==> src/rtl/fifo_wr_ctrl.sv <==
// -----------------------------------------------------------------------------
// fifo_wr_ctrl
// Write-side controller of an asynchronous FIFO, fully in the wclk domain.
// Accepts write requests, produces the memory write address/enable, keeps the
// binary and Gray write pointers, and derives full / almost-full / overflow /
// occupancy status against the read pointer synchronized into wclk.
//
// Ports (A = number_of_bit_address):
//   wclk         in   1    write clock, all state changes on its rising edge
//   wrst_n       in   1    asynchronous active-low reset
//   winc         in   1    write request for the current cycle
//   wq2_rptr     in   A+1  read pointer (Gray), already synchronized into wclk
//   wovf_clr     in   1    synchronous clear of the sticky overflow flag
//   wclken       out  1    memory write enable = winc & ~wfull (combinational)
//   waddr        out  A    registered memory write address
//   wptr         out  A+1  registered Gray write pointer, to the synchronizer
//   wfull        out  1    registered full flag
//   walmost_full out  1    registered almost-full flag
//   woverflow    out  1    sticky: a write was attempted while full
//   wcount       out  A+1  registered occupancy seen from the write domain
// -----------------------------------------------------------------------------
module fifo_wr_ctrl #(
    parameter int number_of_bit_address = 4,
    parameter int almost_full_threshold = 14
) (
    input  logic                             wclk,
    input  logic                             wrst_n,
    input  logic                             winc,
    input  logic [number_of_bit_address:0]   wq2_rptr,
    input  logic                             wovf_clr,
    output logic                             wclken,
    output logic [number_of_bit_address-1:0] waddr,
    output logic [number_of_bit_address:0]   wptr,
    output logic                             wfull,
    output logic                             walmost_full,
    output logic                             woverflow,
    output logic [number_of_bit_address:0]   wcount
);

    localparam int A  = number_of_bit_address;
    localparam int PW = A + 1;
    localparam logic [PW-1:0] AF_THRESH = PW'(almost_full_threshold);

    // Binary to Gray conversion.
    function automatic logic [PW-1:0] bin2gray(input logic [PW-1:0] b);
        return b ^ (b >> 1);
    endfunction

    // Gray to binary: XOR prefix running down from the MSB.
    function automatic logic [PW-1:0] gray2bin(input logic [PW-1:0] g);
        logic [PW-1:0] b;
        b[PW-1] = g[PW-1];
        for (int i = PW - 2; i >= 0; i--) begin
            b[i] = b[i+1] ^ g[i];
        end
        return b;
    endfunction

    logic [PW-1:0] wbin_q,  wbin_d;
    logic [A-1:0]  waddr_q, waddr_d;
    logic [PW-1:0] wptr_q,  wptr_d;
    logic          wfull_q, wfull_d;
    logic          walmost_full_q, walmost_full_d;
    logic          woverflow_q, woverflow_d;
    logic [PW-1:0] wcount_q, wcount_d;
    logic [PW-1:0] rbin_sync_s;
    logic [PW-1:0] full_cmp_s;
    logic          wen_s;

    // Next-state computation for pointers and status flags.
    always_comb begin
        wen_s       = winc & ~wfull_q;
        rbin_sync_s = gray2bin(wq2_rptr);
        // Full when our next Gray pointer equals the read pointer with the
        // top two Gray bits inverted (one full lap ahead).
        full_cmp_s  = {~wq2_rptr[A:A-1], wq2_rptr[A-2:0]};

        wbin_d         = wbin_q + {{A{1'b0}}, wen_s};
        waddr_d        = wbin_d[A-1:0];
        wptr_d         = bin2gray(wbin_d);
        wfull_d        = (wptr_d == full_cmp_s);
        wcount_d       = wbin_d - rbin_sync_s;
        walmost_full_d = (wcount_d >= AF_THRESH);
        // Clear takes priority over a coincident new overflow.
        if (wovf_clr) begin
            woverflow_d = 1'b0;
        end else begin
            woverflow_d = woverflow_q | (winc & wfull_q);
        end
    end

    // State registers with asynchronous reset.
    always_ff @(posedge wclk or negedge wrst_n) begin
        if (!wrst_n) begin
            wbin_q         <= {PW{1'b0}};
            waddr_q        <= {A{1'b0}};
            wptr_q         <= {PW{1'b0}};
            wfull_q        <= 1'b0;
            walmost_full_q <= 1'b0;
            woverflow_q    <= 1'b0;
            wcount_q       <= {PW{1'b0}};
        end else begin
            wbin_q         <= wbin_d;
            waddr_q        <= waddr_d;
            wptr_q         <= wptr_d;
            wfull_q        <= wfull_d;
            walmost_full_q <= walmost_full_d;
            woverflow_q    <= woverflow_d;
            wcount_q       <= wcount_d;
        end
    end

    // Output drive: everything but the write enable comes straight from flops.
    always_comb begin
        wclken       = wen_s;
        waddr        = waddr_q;
        wptr         = wptr_q;
        wfull        = wfull_q;
        walmost_full = walmost_full_q;
        woverflow    = woverflow_q;
        wcount       = wcount_q;
    end

endmodule

==> config.mk <==
export PLATFORM = sky130hd
export DESIGN_NAME = fifo_wr_ctrl
export DESIGN_NICKNAME = d
export VERILOG_FILES = /design/src/rtl/fifo_wr_ctrl.sv
export SDC_FILE = /design/constraint.sdc
export NUM_CORES = 1
export LEC_CHECK = 0
export ABC_AREA = 1
export CORE_UTILIZATION = 46
export DETAILED_ROUTE_END_ITERATION = 10
export GPL_TIMING_DRIVEN = 0
export PLACE_DENSITY = 0.77
export SLEW_MARGIN = 20
export SYNTH_ARGS = -nofsm -noshare
export SYNTH_HDL_FRONTEND = slang
export SYNTH_SLANG_ARGS = --single-unit
==> constraint.sdc <==
create_clock -name wclk -period 2.3 [get_ports wclk]
set_input_delay 0.345 -clock wclk [delete_from_list [all_inputs] [get_ports wclk]]
set_output_delay 0.345 -clock wclk [all_outputs]
set_load 0.01 [all_outputs]
==> implementation parameters <==
Parameter                              Value

Outcome
  Outcome    finished clean

Global routing
  All-layer global routing usage    19.6%
  Number of global-route vias before repair    about 770
  Total grt overflow    0
  Largest net degree at the start of global routing    18
  Number of antenna violations at the first check in global routing    0
  First-pass GRT wire length    just over 3000 um

Floorplanning
  Total Die Area    0.00232 mm2
  Core box area    roughly 0.002 mm2
  Starting utilization of the core area    about half
  Width of the die    ~48 um
  Ports placed on the boundary    27
  Die Height    48.2 um
  Row count    16

Power and ir drop
  Leakage power    between 0.7 and 0.8 nW
  Psw    0.000851 W
  Sequential cell fraction of total power    25.7%
  Comb power frac    around two thirds
  Power density normalized to cell area    1470 mW/mm2
  Overall Power    0.00204 W
  Internal Dissipation    around 0.0012 W
  Clock power share    7.7%
  Net Sw Frac    41.8%
  Max VDD drop    0.754 mV

Cells and area
  Fraction of final layout cells sized beyond drive strength 1    14.7%
  Filler Cell Count    149
  Antenna Cells    0
  Final #Nets    174
  Area growth, synth to finish    41.3%

Worst setup path
  Reg-to-reg endpoint    walmost_full
  Path depth of the worst reg2reg path    13
  Data arrival time of the critical path    2.41 ns
  Worst setup path class    in -> reg
  Worst setup path endpoint    walmost_full
  Setup crit end kind    register
  Critical Path RT    2.54 ns
  Source of the critical timing path    wq2_rptr[4]
  Kind of launch point of the worst setup path    input pin
  Slack of the worst reg-to-reg path    0.18 ns
  Critical R2R Launch    wfull
  Worst Path Max Fanout    4

Synth
  Cell count after synthesis    121
  Post-synthesis sequential element count    17
  Proportion of netlist area held by the largest area contributor    43.4%
  Cell area after synthesis    roughly 980 um2
  Synthesis warning total    0
  Synth unique cells    16
  Post-Synthesis Mean Instance Area    8.11 um2
  Nets in the synthesized netlist    138
  Sequential fraction of the synthesis area    43.4%
  Cells taking the most area after synthesis    dfrtp_1 43%, nand2_1 16%, ha_1 8.9%
  Dominant cell type by area after synthesis    dfrtp_1

Timing
  Final hold violations    0
  Final setup viols    0
  Setup repair after global routing missed its margin    false
  Maximum operating frequency    459 MHz
  Setup total negative slack    0 ns
  Final period utilization    94.7%
  Final period demand of the worst path    2.18 ns
  Actual transition at the worst max-transition pin    0.732 ns
  Headroom to the max-slew limit    51.1%
  Pins Over Slew Limit    0
  Largest clock skew in the final design    around 0.0049 ns

Route
  Wire length per cell after detailed routing    10.7 um
  Via density    4.70
  Count of unresolved DRC violations after routing    0
  Antenna-violating nets left    0
  DRT iter0 DRCs    4
  Detailed-route via count    861
  Final routed wirelength across all metal layers    1950 um
  First drt pass iteration count    3

Clock network
  CTS sink count    17
  Deepest level of the CTS H-tree    1
  Clock-pin slew reported for the worst setup and hold paths after clock tree synthesis    0.10 ns
  Buffer cell driving the clock tree root    clkbuf_4
  Worst-case clock buffer depth    2
  Clock tree from TritonCTS    done
  Number of buffers inserted during clock tree synthesis    3
  Post-CTS Hold Fix Bufs    0
  Clock latency reported for the late side of the worst-skew pair    0.29 ns

Min path
  Worst min-delay path class    in -> reg

Place
  Detailed placer's ending HPWL    1530 um
  Placer Congestion    0.814
  Number of port buffers    26

Job
  Number of maximum-capacitance constraint violations    0
[final cells by class]
type | instances | area (um2) | share of cell area (%)
flip-flops and latches | 17 | 425 | 30.7
inverters | 19 | 71.3 | 5.14
well taps | 27 | 33.8 | 2.44
clock inverters | 1 | 5.00 | 0.361
clock buffers | 3 | 22.5 | 1.62
plain buffers | 1 | 11.3 | 0.812
multi-input cells | 84 | 520 | 37.5
repair buffers | 31 | 297 | 21.4
[what timing repair did]
action	4_1_cts	5_1_grt
pin swaps	3	8
endpoints found under the setup margin	3	3
setup buffers	3	2
resized for setup	10	7
[routing by layer]
metal,track usage [%],part of all wire (%)
met3,2.22,2.7
met1,25.0,46
met4,10.0,2.6
met5,0,0
met2,32.5,48
[Yosys cell counts]
cell and count:
dfrtp_1 17, or2_1 2, xor2_2 1, a211oi_1 1, xor2_1 3, ha_1 7, xnor2_2 1, nand2_1 41
a21oi_1 2, inv_1 19, buf_6 1, nand4_1 4, nor2_1 6, o21ai_0 1, fa_1 1, nand3_1 14
[cell families after synthesis]
| logic type | synth area share (%) |
|---|---|
| and+or+nand+nor | 29.0 |
| buffers and inverters | 8.42 |
| DFF | 43.4 |
| adders and majority gates | 11.0 |
| xor gates and xnor gates | 6.00 |
| AOI/OAI and AO/OA | 2.30 |
[state kept, by name, summed over array words and instances (netlist names)]
name and flops:
wbin_q 2, wptr 4, wfull 1, woverflow 1, waddr 3, wcount 5
walmost_full 1
[cell usage in the layout (no fill, tap or decap), drive strengths merged, types with 2 or more instances in the layout]
cell            n
a21oi           2
clkbuf          3
dlygate4sd2     3
nand3          14
nor2            6
xor2            4
dfrtp          17
nand2          41
buf             6
or2             2
clkdlybuf4s50  22
nand4           4
inv            19
ha              7
[critical path: stages]
cell	delay, ns
dlygate4sd2_1	0.28
xnor2_2	0.32
nand2_1	0.13
nand3_1	0.12
nand3_1	0.08
nand2_1	0.06
inv_1	0.04
ha_1	0.20
fa_2	0.36
nor2_1	0.13
a211oi_2	0.05
or2_1	0.24
nand3_1	0.07
[power groups by stage]
stage	logic (W)	registers (W)	clock network, W
after floorplan	0.000665	0.000596	0
after global placement	0.00116	0.000519	0
after detailed placement	0.00119	0.000526	0
after CTS	0.00130	0.000523	0.000163
after global routing	0.00151	0.000540	0.000178
final	0.00135	0.000524	0.000157
[worst min-delay path by stage]
stage / slack (ns) / endpoint / depth (start not counted) / start
after floorplan: 0.05 / waddr[0] / 0 / wrst_n
after global placement: 0.49 / woverflow / 2 / woverflow
after detailed placement: 0.50 / woverflow / 2 / woverflow
after CTS: 0.50 / wfull / 1 / wrst_n
after global routing: 0.38 / woverflow / 3 / winc
final: 0.35 / woverflow / 3 / winc
[through the flow]
| step | instances | utilization (%) | worst slack [ns] | area [um2] | hold slack (ns) |
|---|---|---|---|---|---|
| after floorplan | 121 | - | 0.00473 | 981 | 0.0494 |
| after global placement | 174 | 64.3 | -0.499 | 1270 | 0.486 |
| after detailed placement | 174 | 64.3 | -0.536 | 1270 | 0.503 |
| after CTS | 181 | 68.3 | 0.0192 | 1350 | 0.504 |
| after global routing | 183 | 69.9 | 0.0192 | 1390 | 0.381 |
| final | 183 | 69.9 | 0.122 | 1390 | 0.350 |
No activity file was read; power rests on OpenSTA's default activity.
